==> src/rtl/x_delay_line_meas.sv <==
// Delay-line measurement back end: snapshots are polarity-normalised, turned into tap counts,
// and reduced to min/max/sum/avg/bubble over a 2^LOG2_SAMPLES window.
module x_delay_line_meas #(
   parameter int LOG2_SAMPLES = 4
) (
   input  logic                      i_clk,
   input  logic                      i_rst,
   input  logic                      i_start,
   input  logic [31:0]               i_dl_data,
   input  logic                      i_dl_valid,
   input  logic                      i_ready,
   output logic                      o_busy,
   output logic                      o_valid,
   output logic [5:0]                o_min,
   output logic [5:0]                o_max,
   output logic [6+LOG2_SAMPLES-1:0] o_sum,
   output logic [5:0]                o_avg,
   output logic                      o_bubble
);

   localparam int SW = 6 + LOG2_SAMPLES;
   localparam logic [LOG2_SAMPLES-1:0] CNT_LAST = '1;

   typedef enum logic [1:0] {
      IDLE,
      ACCUM,
      DONE
   } state_t;

   state_t state_q;
   state_t state_d;

   logic [31:0] s1_norm;
   logic        s1_valid;
   logic [5:0]  pop;
   logic [32:0] norm_inc;
   logic        bub;

   logic [5:0]  s2_code;
   logic        s2_bubble;
   logic        s2_valid;

   logic [LOG2_SAMPLES-1:0] cnt;
   logic [5:0]  acc_min;
   logic [5:0]  acc_max;
   logic [SW-1:0] acc_sum;
   logic        acc_bub;

   logic        open_win;
   logic        take;
   logic        last;
   logic [5:0]  nxt_min;
   logic [5:0]  nxt_max;
   logic [SW-1:0] nxt_sum;
   logic        nxt_bub;

   // Stage 1: fold polarity so the filled run always starts at bit 0
   always_ff @(posedge i_clk or posedge i_rst) begin
      if (i_rst) begin
         s1_norm  <= '0;
         s1_valid <= 1'b0;
      end else begin
         s1_valid <= i_dl_valid;
         if (i_dl_valid) begin
            s1_norm <= i_dl_data[0] ? i_dl_data : ~i_dl_data;
         end
      end
   end

   always_comb begin
      pop = '0;
      for (int i = 0; i < 32; i++) begin
         pop = pop + 6'(s1_norm[i]);
      end
   end

   // 33-bit increment keeps an all-ones snapshot from looking like a bubble
   assign norm_inc = {1'b0, s1_norm} + 33'd1;
   assign bub      = |({1'b0, s1_norm} & norm_inc);

   always_ff @(posedge i_clk or posedge i_rst) begin
      if (i_rst) begin
         s2_code   <= '0;
         s2_bubble <= 1'b0;
         s2_valid  <= 1'b0;
      end else begin
         s2_valid <= s1_valid;
         if (s1_valid) begin
            s2_code   <= pop;
            s2_bubble <= bub;
         end
      end
   end

   assign open_win = (state_q == IDLE) && i_start;
   assign take     = (state_q == ACCUM) && s2_valid;
   assign last     = take && (cnt == CNT_LAST);

   assign nxt_min = (s2_code < acc_min) ? s2_code : acc_min;
   assign nxt_max = (s2_code > acc_max) ? s2_code : acc_max;
   assign nxt_sum = acc_sum + SW'(s2_code);
   assign nxt_bub = acc_bub | s2_bubble;

   always_ff @(posedge i_clk or posedge i_rst) begin
      if (i_rst) begin
         state_q <= IDLE;
      end else begin
         state_q <= state_d;
      end
   end

   always_comb begin
      state_d = state_q;
      unique case (state_q)
         IDLE:    if (i_start) state_d = ACCUM;
         ACCUM:   if (last) state_d = DONE;
         DONE:    if (i_ready) state_d = IDLE;
         default: state_d = IDLE;
      endcase
   end

   always_ff @(posedge i_clk or posedge i_rst) begin
      if (i_rst) begin
         cnt     <= '0;
         acc_min <= 6'h3F;
         acc_max <= '0;
         acc_sum <= '0;
         acc_bub <= 1'b0;
      end else if (open_win) begin
         cnt     <= '0;
         acc_min <= 6'h3F;
         acc_max <= '0;
         acc_sum <= '0;
         acc_bub <= 1'b0;
      end else if (take) begin
         cnt     <= cnt + 1'b1;
         acc_min <= nxt_min;
         acc_max <= nxt_max;
         acc_sum <= nxt_sum;
         acc_bub <= nxt_bub;
      end
   end

   // Result registers include the closing sample and hold after readout
   always_ff @(posedge i_clk or posedge i_rst) begin
      if (i_rst) begin
         o_min    <= '0;
         o_max    <= '0;
         o_sum    <= '0;
         o_avg    <= '0;
         o_bubble <= 1'b0;
      end else if (last) begin
         o_min    <= nxt_min;
         o_max    <= nxt_max;
         o_sum    <= nxt_sum;
         o_avg    <= nxt_sum[SW-1:LOG2_SAMPLES];
         o_bubble <= nxt_bub;
      end
   end

   assign o_busy  = (state_q == ACCUM);
   assign o_valid = (state_q == DONE);

endmodule

==> config.mk <==
export PLATFORM = sky130hd
export DESIGN_NAME = x_delay_line_meas
export DESIGN_NICKNAME = d
export VERILOG_FILES = /design/src/rtl/x_delay_line_meas.sv
export SDC_FILE = /design/constraint.sdc
export NUM_CORES = 1
export LEC_CHECK = 0
export CELL_PAD_IN_SITES_DETAIL_PLACEMENT = 1
export CELL_PAD_IN_SITES_GLOBAL_PLACEMENT = 2
export CORE_MARGIN = 2
export CORE_UTILIZATION = 38
export DETAILED_ROUTE_END_ITERATION = 16
export GPL_ROUTABILITY_DRIVEN = 0
export GPL_TIMING_DRIVEN = 0
export PLACE_DENSITY = 0.95
export SLEW_MARGIN = 0
export SYNTH_ARGS = -nofsm -noshare
export SYNTH_HDL_FRONTEND = slang
export SYNTH_SLANG_ARGS = --single-unit
==> constraint.sdc <==
create_clock -name i_clk -period 13.1 [get_ports i_clk]
set_input_delay 2.62 -clock i_clk [delete_from_list [all_inputs] [get_ports i_clk]]
set_output_delay 2.62 -clock i_clk [all_outputs]
set_load 0.02 [all_outputs]
==> results.py, run 1 <==
metrics = {
    "routing": {
        "drtAntennaViolNets": 0,
        "routed_wl_um": 14040,
        "drt-initial-drc-count": 159,
        "drc": 0,
        "via_per_inst": 5.104,
        "firstDrtPassIters": 4,
        "post_drt_wl_per_cell_um": 16.59,
        "num_vias": 4318,
    },
    "finish": {
        "nets": 746,
        "drive_gt1_share_pct": 6.798,
        "synthToLayoutAreaGrowth_pct": 22.37,
        "antenna_cells": 0,
    },
    "sta": {
        "setup_violations": 0,
        "max_freq_mhz": 204.2,
        "post-route-min-period_ns": 4.896,
        "finalHoldViolCount": 0,
        "worst_hold_slack_ns": 0.4881,
        "rsz0062_at_grt": "false",
        "fin_crit_sh_pct": 37.38,
        "finalClockSkew_ns": 0.01199,
        "tightest_slew_ns": 0.6899,
        "drv_slew": 0,
        "fin_setup_tns_ns": 0,
        "layout_setup_ws_ns": 8.204,
        "slew-limit-headroom_pct": 54.01,
    },
    "global_route": {
        "grt_pass1_vias": 4824,
        "grt_use_total_pct": 18.91,
        "antenna_found_initial": 0,
        "grt_pass1_wl_um": 23610,
        "grt_overflow_total": 0,
        "grt_max_degree": 66,
    },
    "yosys": {
        "synth_xor_area_share_pct": 6.741,
        "ys_async_sr_fraction_pct": 100.0,
        "synthAdderAreaFrac_pct": 15.01,
        "synthMuxAreaShare_pct": 4.143,
        "synth_cells": 579,
        "synth_top_family_by_area": "adder cells",
        "yosys_most_used_dff": "dfrtp_1",
        "yosysSeqAreaShare_pct": 41.79,
        "synth.area.top_cells": "dfrtp_1 39%, fa_1 9.0%, xnor2_1 6.1%",
        "ys_ff_latch": 93,
        "synthTopCellsByCount": "87 x dfrtp_1, 74 x nand2_1, 73 x inv_1, 59 x o21ai_0, 39 x xnor2_1",
        "synth_compound_area_share_pct": 13.28,
        "syn_area_um2": 5587,
        "synth_most_common_cell": "dfrtp_1",
        "avgSynthCellArea_um2": 9.649,
        "synth_edf_count": 0,
        "synth_cell_types": 48,
        "synth_nets": 668,
        "synth-simple-area-share_pct": 11.91,
        "yosysTopAreaCellShare_pct": 38.97,
        "synth_top_cell_by_area": "dfrtp_1",
        "yosys_warnings": 0,
    },
    "clocking": {
        "cts.clk_slew.worst_paths_ns": 0.07,
        "cts_tree": "done",
        "cts_sinks": 93,
        "cts_setup_buffers": 0,
        "insertion_delay_ns": 0.36,
        "root_buffer": "clkbuf_16",
        "cts_buffer_depth": 2,
        "cts_hold_buffers": 0,
        "post_cts_resize_count": 0,
        "cts_buffers": 9,
        "htreeDepth": 3,
    },
    "hold_path": {
        "min_path_cells": 2,
        "hold_end": "o_sum[0]",
        "hp-start": "o_sum[0]",
        "hp-class": "reg -> reg",
    },
    "setup_path": {
        "max_stage_delay_ns": 0.57,
        "critPathKind": "reg -> reg",
        "crit_chain": "fa_1 -> inv_1 -> fa_1 -> fa_1 -> fa_1 -> fa_1 -> fa_1 -> inv_1 -> ha_1 -> fa_1 -> a21o_1 -> a21oi_1 -> xnor2_1 -> nand2_1 -> o21ai_0",
        "critical_path.most_common_cell": "fa_1",
        "regToRegStartpoint": "s1_norm[17]",
        "rrSetupSlack_ns": 8.20,
        "rr_worst_depth": 15,
        "slowest_stage": "fa_1",
        "arrival_ns": 5.17,
        "startpoint_type": "register",
        "r2r-end": "s2_code[4]",
        "worst-path-max-fanout": 5,
        "crit_path_end_kind": "register",
        "critPathRequiredTime_ns": 13.37,
    },
    "floorplanning": {
        "num_rows": 44,
        "core-area_um2": 14420,
        "die_area_um2": 15690,
        "die_height_um": 125.3,
        "io_pins": 68,
        "die_x_um": 125.3,
        "start_util_pct": 38.73,
    },
    "power": {
        "power.density_nw_per_um2": 279.9,
        "cellLeakagePower_nw": 3.136,
        "ir_worst_vdd_uv": 132.3,
        "total_power_w": 0.001914,
    },
    "flow_run": {
        "cap_violations": 0,
    },
    "placement": {
        "dp_hpwl_um": 10980,
        "place_ws_ns": 8.192,
        "io_buffers": 66,
    },
    "run_status": {
        "status": "finished, final reports clean",
    },
}
## worst max-delay path: cells and delay by family (launching register included)
family          cells  cell delay [ns]
fa+ha+maj           8             3.61
flops               1             0.47
compound gates      3             0.43
xor+xnor            1             0.13
buf+inv             2             0.10
simple gates        1             0.06
## metal layers
| layer | routed length (µm) | global-route usage [%] | up-vias |
|---|---|---|---|
| met3 | 401 | 3.766 | 25 |
| met4 | 356 | 6.993 | 0 |
| met5 | 0 | 0 | - |
| met2 | 7526 | 35.23 | 77 |
| met1 | 5751 | 21.30 | 2148 |
| li1 | - | - | 2068 |
## logic make-up (layout without fill, tap and decap cells)
| group | Yosys count | after routing |
|---|---|---|
| XOR/XNOR | 43 | 43 |
| flip-flops | 93 | 93 |
| adder cells (fa/ha/maj) | 52 | 52 |
| multiplexers | 22 | 22 |
| buffers and inverters | 100 | 183 |
| AO/OA/AOI/OAI | 122 | 122 |
| AND/OR/NAND/NOR | 147 | 147 |
## worst max path at each step
stage / start / to / slack, ns / depth (start not counted)
after CTS: s1_norm[17] / s2_code[4] / 8.16 / 15
after floorplan: i_rst / acc_bub / 8.07 / 1
after global placement: i_rst / o_sum[3] / 6.57 / 2
after detailed placement: s1_norm[1] / s2_code[4] / 8.19 / 15
final: s1_norm[17] / s2_code[4] / 8.20 / 15
after global routing: s1_norm[5] / s2_code[4] / 7.96 / 16
## stage by stage
| stage | cell area (µm²) | utilization, % | std cells |
|---|---|---|---|
| after CTS | 6837 | 47.40 | 846 |
| after floorplan | 5587 | - | 579 |
| after global placement | 6477 | 44.91 | 829 |
| after detailed placement | 6507 | 45.12 | 830 |
| final | 6837 | 47.40 | 846 |
| after global routing | 6837 | 47.40 | 846 |
## report_power, final
group | leakage, nW | internal [W] | switching, W | total [W]
Sequential | 1.15 | 0.000376 | 0.0000781 | 0.000454
Clock | 0.161 | 0.000170 | 0.000122 | 0.000292
Combinational | 1.82 | 0.000536 | 0.000631 | 0.00117
Total | 3.14 | 0.00108 | 0.000831 | 0.00191
## state kept, by name, indices dropped and copies added (netlist names)
register	count
s1_norm	32
acc_sum	10
o_sum	10
acc_max	6
acc_min	6
o_max	6
o_min	6
s2_code	6
cnt	4
state_q	2
acc_bub	1
o_bubble	1
s1_valid	1
s2_bubble	1
s2_valid	1
## layout make-up
type / count / area [µm²]
Fill cell: 1655 / 7587
Multi-Input combinational cell: 386 / 2854
Sequential cell: 93 / 2335
Timing Repair Buffer: 67 / 688.2
Inverter: 73 / 276.5
Tap cell: 184 / 230.2
Clock buffer: 9 / 225.2
Buffer: 27 / 123.9
Clock inverter: 7 / 103.9
## placed cells by master, fill, tap and decap left out, types with 3 or more instances in the layout
master           synthesis  layout
a21o_1                   8       8
a21oi_1                 24      24
a221o_1                  3       3
a22o_1                  10      10
buf_1                    3       3
buf_4                    6       6
clkbuf_1                18      18
clkbuf_16                0       9
clkdlybuf4s50_1          0      66
dfrtp_1                 87      87
dfstp_2                  6       6
fa_1                    25      25
ha_1                    27      27
inv_1                   73      72
inv_6                    0       3
mux2_2                   9       9
mux2i_1                 13      13
nand2_1                 74      74
nand2b_1                 4       4
nand3_1                 11      11
nand4_1                  8       8
nor2_1                  33      33
nor2b_1                  3       3
o21ai_0                 59      59
o22ai_1                  3       3
xnor2_1                 39      39
xor2_1                   4       4
(Power assumes the default switching activity.)
==> run 2: changes to the inputs <==
CORE_UTILIZATION = 32   (was 38)
PLACE_DENSITY = 0.86   (was 0.95)
clock period = 4.3 ns   (was 13.1 ns; I/O delays follow)
==> run 2 against run 1 <==
The flow now finishes with violations (setup timing). Register-to-register slack worse by 8.6 ns. Sequential power rose to 3.0 times the previous value. Critical endpoint is now s2_code[2]. Clock skew down 0.0041 ns. Worst setup slack worse by 8.6 ns. Flip-flop and latch count unchanged. Core utilization down 6.3 points.
==> results.py, run 2 (same netlist as run 1, synthesis figures left out) <==
metrics = {
    "setup_path": {
        "worst-path-max-fanout": 3,
        "startpoint_type": "register",
        "critPathRequiredTime_ns": 4.53,
        "critPathKind": "reg -> reg",
        "arrival_ns": 4.95,
        "crit_path_end_kind": "register",
    },
    "clocking": {
        "insertion_delay_ns": 0.36,
        "cts_sinks": 93,
        "root_buffer": "clkbuf_16",
        "cts.clk_slew.worst_paths_ns": 0.07,
        "cts_buffers": 9,
        "cts_tree": "done",
        "htreeDepth": 3,
        "cts_buffer_depth": 2,
    },
    "finish": {
        "drive_gt1_share_pct": 11.23,
        "reg_top3": "s1_norm x32, acc_sum x10, o_sum x10",
        "largest_reg_flops": 32,
        "mostFrequentLayoutCell": "dfrtp_1",
        "fillers": 1977,
        "instances_no_fill": 902,
        "synthToLayoutAreaGrowth_pct": 26.23,
        "nets": 761,
        "regMostFlops": "s1_norm",
        "mostFrequentLayoutCells": "85 x dfrtp_1, 74 x nand2_1, 66 x inv_1, 66 x clkdlybuf4s50_1, 57 x o21ai_0",
        "postLayoutCoreUtil_pct": 41.05,
        "antenna_cells": 0,
    },
    "global_route": {
        "antenna_found_initial": 0,
        "grt_pass1_wl_um": 23750,
        "grt_use_total_pct": 16.45,
        "grt_pass1_vias": 4874,
        "grt_overflow_total": 0,
        "grt_max_degree": 61,
    },
    "placement": {
        "io_buffers": 66,
        "placed_cells_incl_taps": 871,
        "dp_hpwl_um": 10940,
        "place_ws_ns": -0.5036,
    },
    "sta": {
        "finalHoldViolCount": 0,
        "rsz0062_at_grt": "true",
        "tightest_slew_ns": 0.7069,
        "finalClockSkew_ns": 0.007888,
        "worst_hold_slack_ns": 0.4832,
        "layout_setup_ws_ns": -0.4256,
        "max_freq_mhz": 211.6,
        "fin_crit_sh_pct": 109.9,
        "setup_violations": 5,
        "drv_slew": 0,
        "post-route-min-period_ns": 4.726,
        "slew-limit-headroom_pct": 52.88,
    },
    "routing": {
        "drc": 0,
        "firstDrtPassIters": 4,
        "drt-initial-drc-count": 111,
        "drtAntennaViolNets": 0,
        "num_vias": 4353,
        "post_drt_wl_per_cell_um": 15.70,
        "routed_wl_um": 14160,
        "via_per_inst": 4.826,
    },
    "power": {
        "ir_worst_vdd_uv": 753.9,
        "power.density_nw_per_um2": 945.1,
        "total_power_w": 0.006665,
        "cellLeakagePower_nw": 3.210,
    },
    "run_status": {
        "violations": "setup timing",
        "status": "finished, violations left",
    },
    "floorplanning": {
        "die_area_um2": 18530,
        "die_x_um": 136.1,
        "start_util_pct": 32.52,
        "die_height_um": 136.1,
        "core-area_um2": 17180,
        "io_pins": 68,
        "num_rows": 48,
    },
    "hold_path": {
        "hp-class": "reg -> reg",
    },
    "flow_run": {
        "cap_violations": 0,
    },
}
[run 2: cell count changes in the layout (fill, tap and decap cells not counted), moves of 2 or more]
cell,delta
fa_2,+2
buf_4,+13
o21ai_1,+2
o21ai_0,-2
buf_6,+2
fa_1,-2
a21oi_2,+4
dfrtp_1,-2
dfrtp_2,+2
a21oi_1,-4
inv_1,-6
inv_2,+6
[run 2: routing by layer]
| metal | wire [µm] | global-route usage [%] | vias to the layer above |
|---|---|---|---|
| li1 | - | - | 2097 |
| met1 | 5973 | 18.95 | 2145 |
| met2 | 7394 | 30.07 | 90 |
| met3 | 496 | 3.356 | 21 |
| met4 | 296 | 5.903 | 0 |
| met5 | 0 | 0 | - |
[run 2: metrics by stage]
step                TNS (ns)  cell area, µm²
detailed placement    -1.577            6569
finish                -1.547            7052
global placement      -40.53            6539
global route          -2.402            7052
CTS                   -1.452            7029
floorplan            -0.2620            5597
[run 2: cell type report]
| class | count | area (µm²) | area share, % |
|---|---|---|---|
| multi-input cells | 386 | 2894 | 41.04 |
| flip-flops and latches | 93 | 2337 | 33.14 |
| repair buffers | 82 | 808.3 | 11.46 |
| well taps | 225 | 281.5 | 3.992 |
| inverters | 73 | 276.5 | 3.921 |
| clock buffers | 10 | 239.0 | 3.389 |
| plain buffers | 27 | 123.9 | 1.757 |
| clock inverters | 6 | 91.34 | 1.295 |
[run 2: path summary, 6_finish.rpt]
check | startpoint | endpoint | slack, ns | depth (start not counted)
min in group asynchronous | i_rst | s1_norm[4] | 0.88 | 2
setup / recovery | s1_norm[3] | s2_code[2] | -0.43 | 15
hold / removal | o_sum[1] | o_sum[1] | 0.48 | 2
setup reg to reg | s1_norm[3] | s2_code[2] | -0.43 | 15
hold reg to reg | o_sum[1] | o_sum[1] | 0.48 | 2
max in group asynchronous | i_rst | acc_min[0] | 2.75 | 3
[run 2: where the power goes]
group / switching, W / internal [W] / leakage [nW]
clock: 0.000355 / 0.000529 / 0.163
combinational: 0.00226 / 0.00215 / 1.89
sequential: 0.000227 / 0.00115 / 1.15
total: 0.00284 / 0.00383 / 3.21
[run 2: timing repair]
action | CTS | global route
buffers inserted | 13 | 3
endpoints found under the setup margin | 5 | 5
gates resized for setup | 15 | 3
cloned | 0 | 0
hold buffers | 0 | 0
pin swaps | 16 | 9
[run 2: critical path: stages (launching register included)]
cell	delay, ns
dfrtp_1	0.41
inv_2	0.09
fa_1	0.46
fa_1	0.56
fa_1	0.44
fa_1	0.54
fa_1	0.44
fa_1	0.51
inv_2	0.05
ha_4	0.16
fa_2	0.40
buf_4	0.15
buf_6	0.10
buf_6	0.10
xnor2_2	0.13
a21oi_2	0.07
==> run 3: changes to the inputs <==
CORE_MARGIN = unset   (was 2)
==> run 3 against run 2 <==
The run still ends with setup timing left. Flip-flop and latch count unchanged. Sequential power hardly changed. Via count grew 0.23%. Total power fell by 3.7%. Critical path depth unchanged. Clock skew rose by 0.0028 ns. Critical endpoint is now s2_code[4]. Critical path type unchanged.
==> results.py, run 3 (same netlist as run 1, synthesis figures left out) <==
metrics = {
    "run_status": {
        "status": "finished, violations left",
        "violations": "setup timing",
    },
    "floorplanning": {
        "die_area_um2": 17990,
        "die_height_um": 134.1,
        "die_x_um": 134.1,
        "num_rows": 47,
        "start_util_pct": 33.22,
        "core-area_um2": 16820,
        "io_pins": 68,
    },
    "setup_path": {
        "endpoint": "s2_code[4]",
        "worst-path-max-fanout": 2,
        "regToRegStartpoint": "s1_norm[17]",
        "arrival_ns": 4.99,
        "crit_path_end_kind": "register",
        "critPathRequiredTime_ns": 4.58,
        "startpoint_type": "register",
        "critPathKind": "reg -> reg",
        "r2r-end": "s2_code[4]",
        "critical_path.startpoint": "s1_norm[17]",
        "rr_worst_depth": 15,
        "rrSetupSlack_ns": -0.41,
    },
    "routing": {
        "routed_wl_um": 14370,
        "num_vias": 4363,
        "via_per_inst": 4.864,
        "drtAntennaViolNets": 0,
        "drt-initial-drc-count": 129,
        "post_drt_wl_per_cell_um": 16.01,
        "drc": 0,
        "firstDrtPassIters": 4,
    },
    "sta": {
        "layout_setup_ws_ns": -0.4106,
        "post-route-min-period_ns": 4.711,
        "fin_crit_sh_pct": 109.5,
        "slew-limit-headroom_pct": 55.14,
        "drv_slew": 0,
        "finalHoldViolCount": 0,
        "setup_violations": 5,
        "worst_hold_slack_ns": 0.4913,
        "tightest_slew_ns": 0.6704,
        "rsz0062_at_grt": "true",
        "finalClockSkew_ns": 0.01068,
        "max_freq_mhz": 212.3,
    },
    "power": {
        "ir_worst_vdd_uv": 630.0,
        "power_frac_comb_pct": 65.5,
        "pwr-share-seq_pct": 21.4,
        "switching_power_w": 0.002804,
        "power_frac_clock_pct": 13.1,
        "power.density_nw_per_um2": 915.7,
        "cellLeakagePower_nw": 3.193,
        "p_int_w": 0.003615,
        "total_power_w": 0.006419,
        "swShare_pct": 43.68,
    },
    "finish": {
        "drive_gt1_share_pct": 11.23,
        "mostFrequentLayoutCells": "84 x dfrtp_1, 74 x nand2_1, 66 x clkdlybuf4s50_1",
        "multi_input_area_um2": 2887,
        "design_area_um2": 7010,
        "reg_top3": "s1_norm x32, acc_sum x10, o_sum x10",
        "fillers": 1939,
        "mostFrequentLayoutCell": "dfrtp_1",
        "antenna_cells": 0,
        "largest_reg_flops": 32,
        "regMostFlops": "s1_norm",
        "nets": 761,
        "regArea_um2": 2338,
        "synthToLayoutAreaGrowth_pct": 25.49,
    },
    "global_route": {
        "grt_pass1_wl_um": 24090,
        "grt_use_total_pct": 17.21,
        "antenna_found_initial": 0,
        "grt_overflow_total": 0,
        "grt_max_degree": 67,
        "grt_pass1_vias": 4865,
    },
    "clocking": {
        "cts_buffers": 9,
        "root_buffer": "clkbuf_16",
        "cts_tree": "done",
        "cts.clk_slew.worst_paths_ns": 0.07,
        "insertion_delay_ns": 0.36,
        "cts_sinks": 93,
        "cts_buffer_depth": 2,
        "cts_hold_buffers": 0,
        "htreeDepth": 3,
    },
    "hold_path": {
        "hp-class": "reg -> reg",
    },
    "placement": {
        "place_ws_ns": -0.5413,
        "placed_cell_area_um2": 6563,
        "dp_hpwl_um": 11040,
        "io_buffers": 66,
    },
    "flow_run": {
        "cap_violations": 0,
    },
}
==> run 3: area by class of cell <==
type,instances,share of cell area (%)
repair buffers,82,11.48
plain buffers,27,1.767
clock inverters,6,1.089
multi-input cells,386,41.17
flip-flops and latches,93,33.36
well taps,220,3.926
clock buffers,10,3.266
inverters,73,3.944
==> run 3: worst max-delay path, stage by stage (launching register included) <==
cell and delay [ns]:
dfrtp_2 0.43, fa_1 0.53, inv_1 0.05, fa_1 0.49
fa_1 0.44, fa_1 0.54, fa_1 0.44, fa_1 0.51
inv_2 0.05, ha_4 0.16, fa_2 0.40, a21o_1 0.17
a21oi_2 0.14, xnor2_1 0.13, nand2_1 0.06, o21ai_1 0.09
==> run 3: what timing repair did <==
item,in CTS,in global routing
setup endpoints to repair,5,5
gates resized for setup,13,4
setup buffers,8,7
pin swaps,11,5
==> run 3: routing by layer <==
metal | track usage (%) | routed length (µm)
met5 | 0 | 0
met4 | 6.242 | 227
met3 | 2.343 | 474
met2 | 32.64 | 7720
met1 | 19.51 | 5942
==> run 3: worst min path at each step <==
stage	startpoint	to	slack, ns	depth (start not counted)
after floorplan	s1_valid	s2_valid	0.43	0
after global placement	o_sum[0]	o_sum[0]	0.46	2
after detailed placement	o_sum[0]	o_sum[0]	0.47	2
after CTS	o_sum[0]	o_sum[0]	0.49	2
after global routing	o_sum[0]	o_sum[0]	0.52	2
final	o_sum[0]	o_sum[0]	0.49	2
==> run 3: power groups by stage <==
stage,logic [W],registers [W],clock network (W)
floorplan,0.00276,0.00138,0
global placement,0.00356,0.00138,0
detailed placement,0.00380,0.00139,0
CTS,0.00419,0.00138,0.000863
global route,0.00467,0.00141,0.000895
finish,0.00420,0.00138,0.000841
==> run 3: per-stage QoR <==
stage / util, % / instances / setup TNS, ns
4_1_cts: 41.35 / 890 / -1.464
2_1_floorplan: - / 579 / -0.2620
6_report: 41.68 / 897 / -1.391
3_5_place_dp: 39.02 / 866 / -1.539
5_1_grt: 41.68 / 897 / -2.185
3_3_place_gp: 38.84 / 865 / -42.44
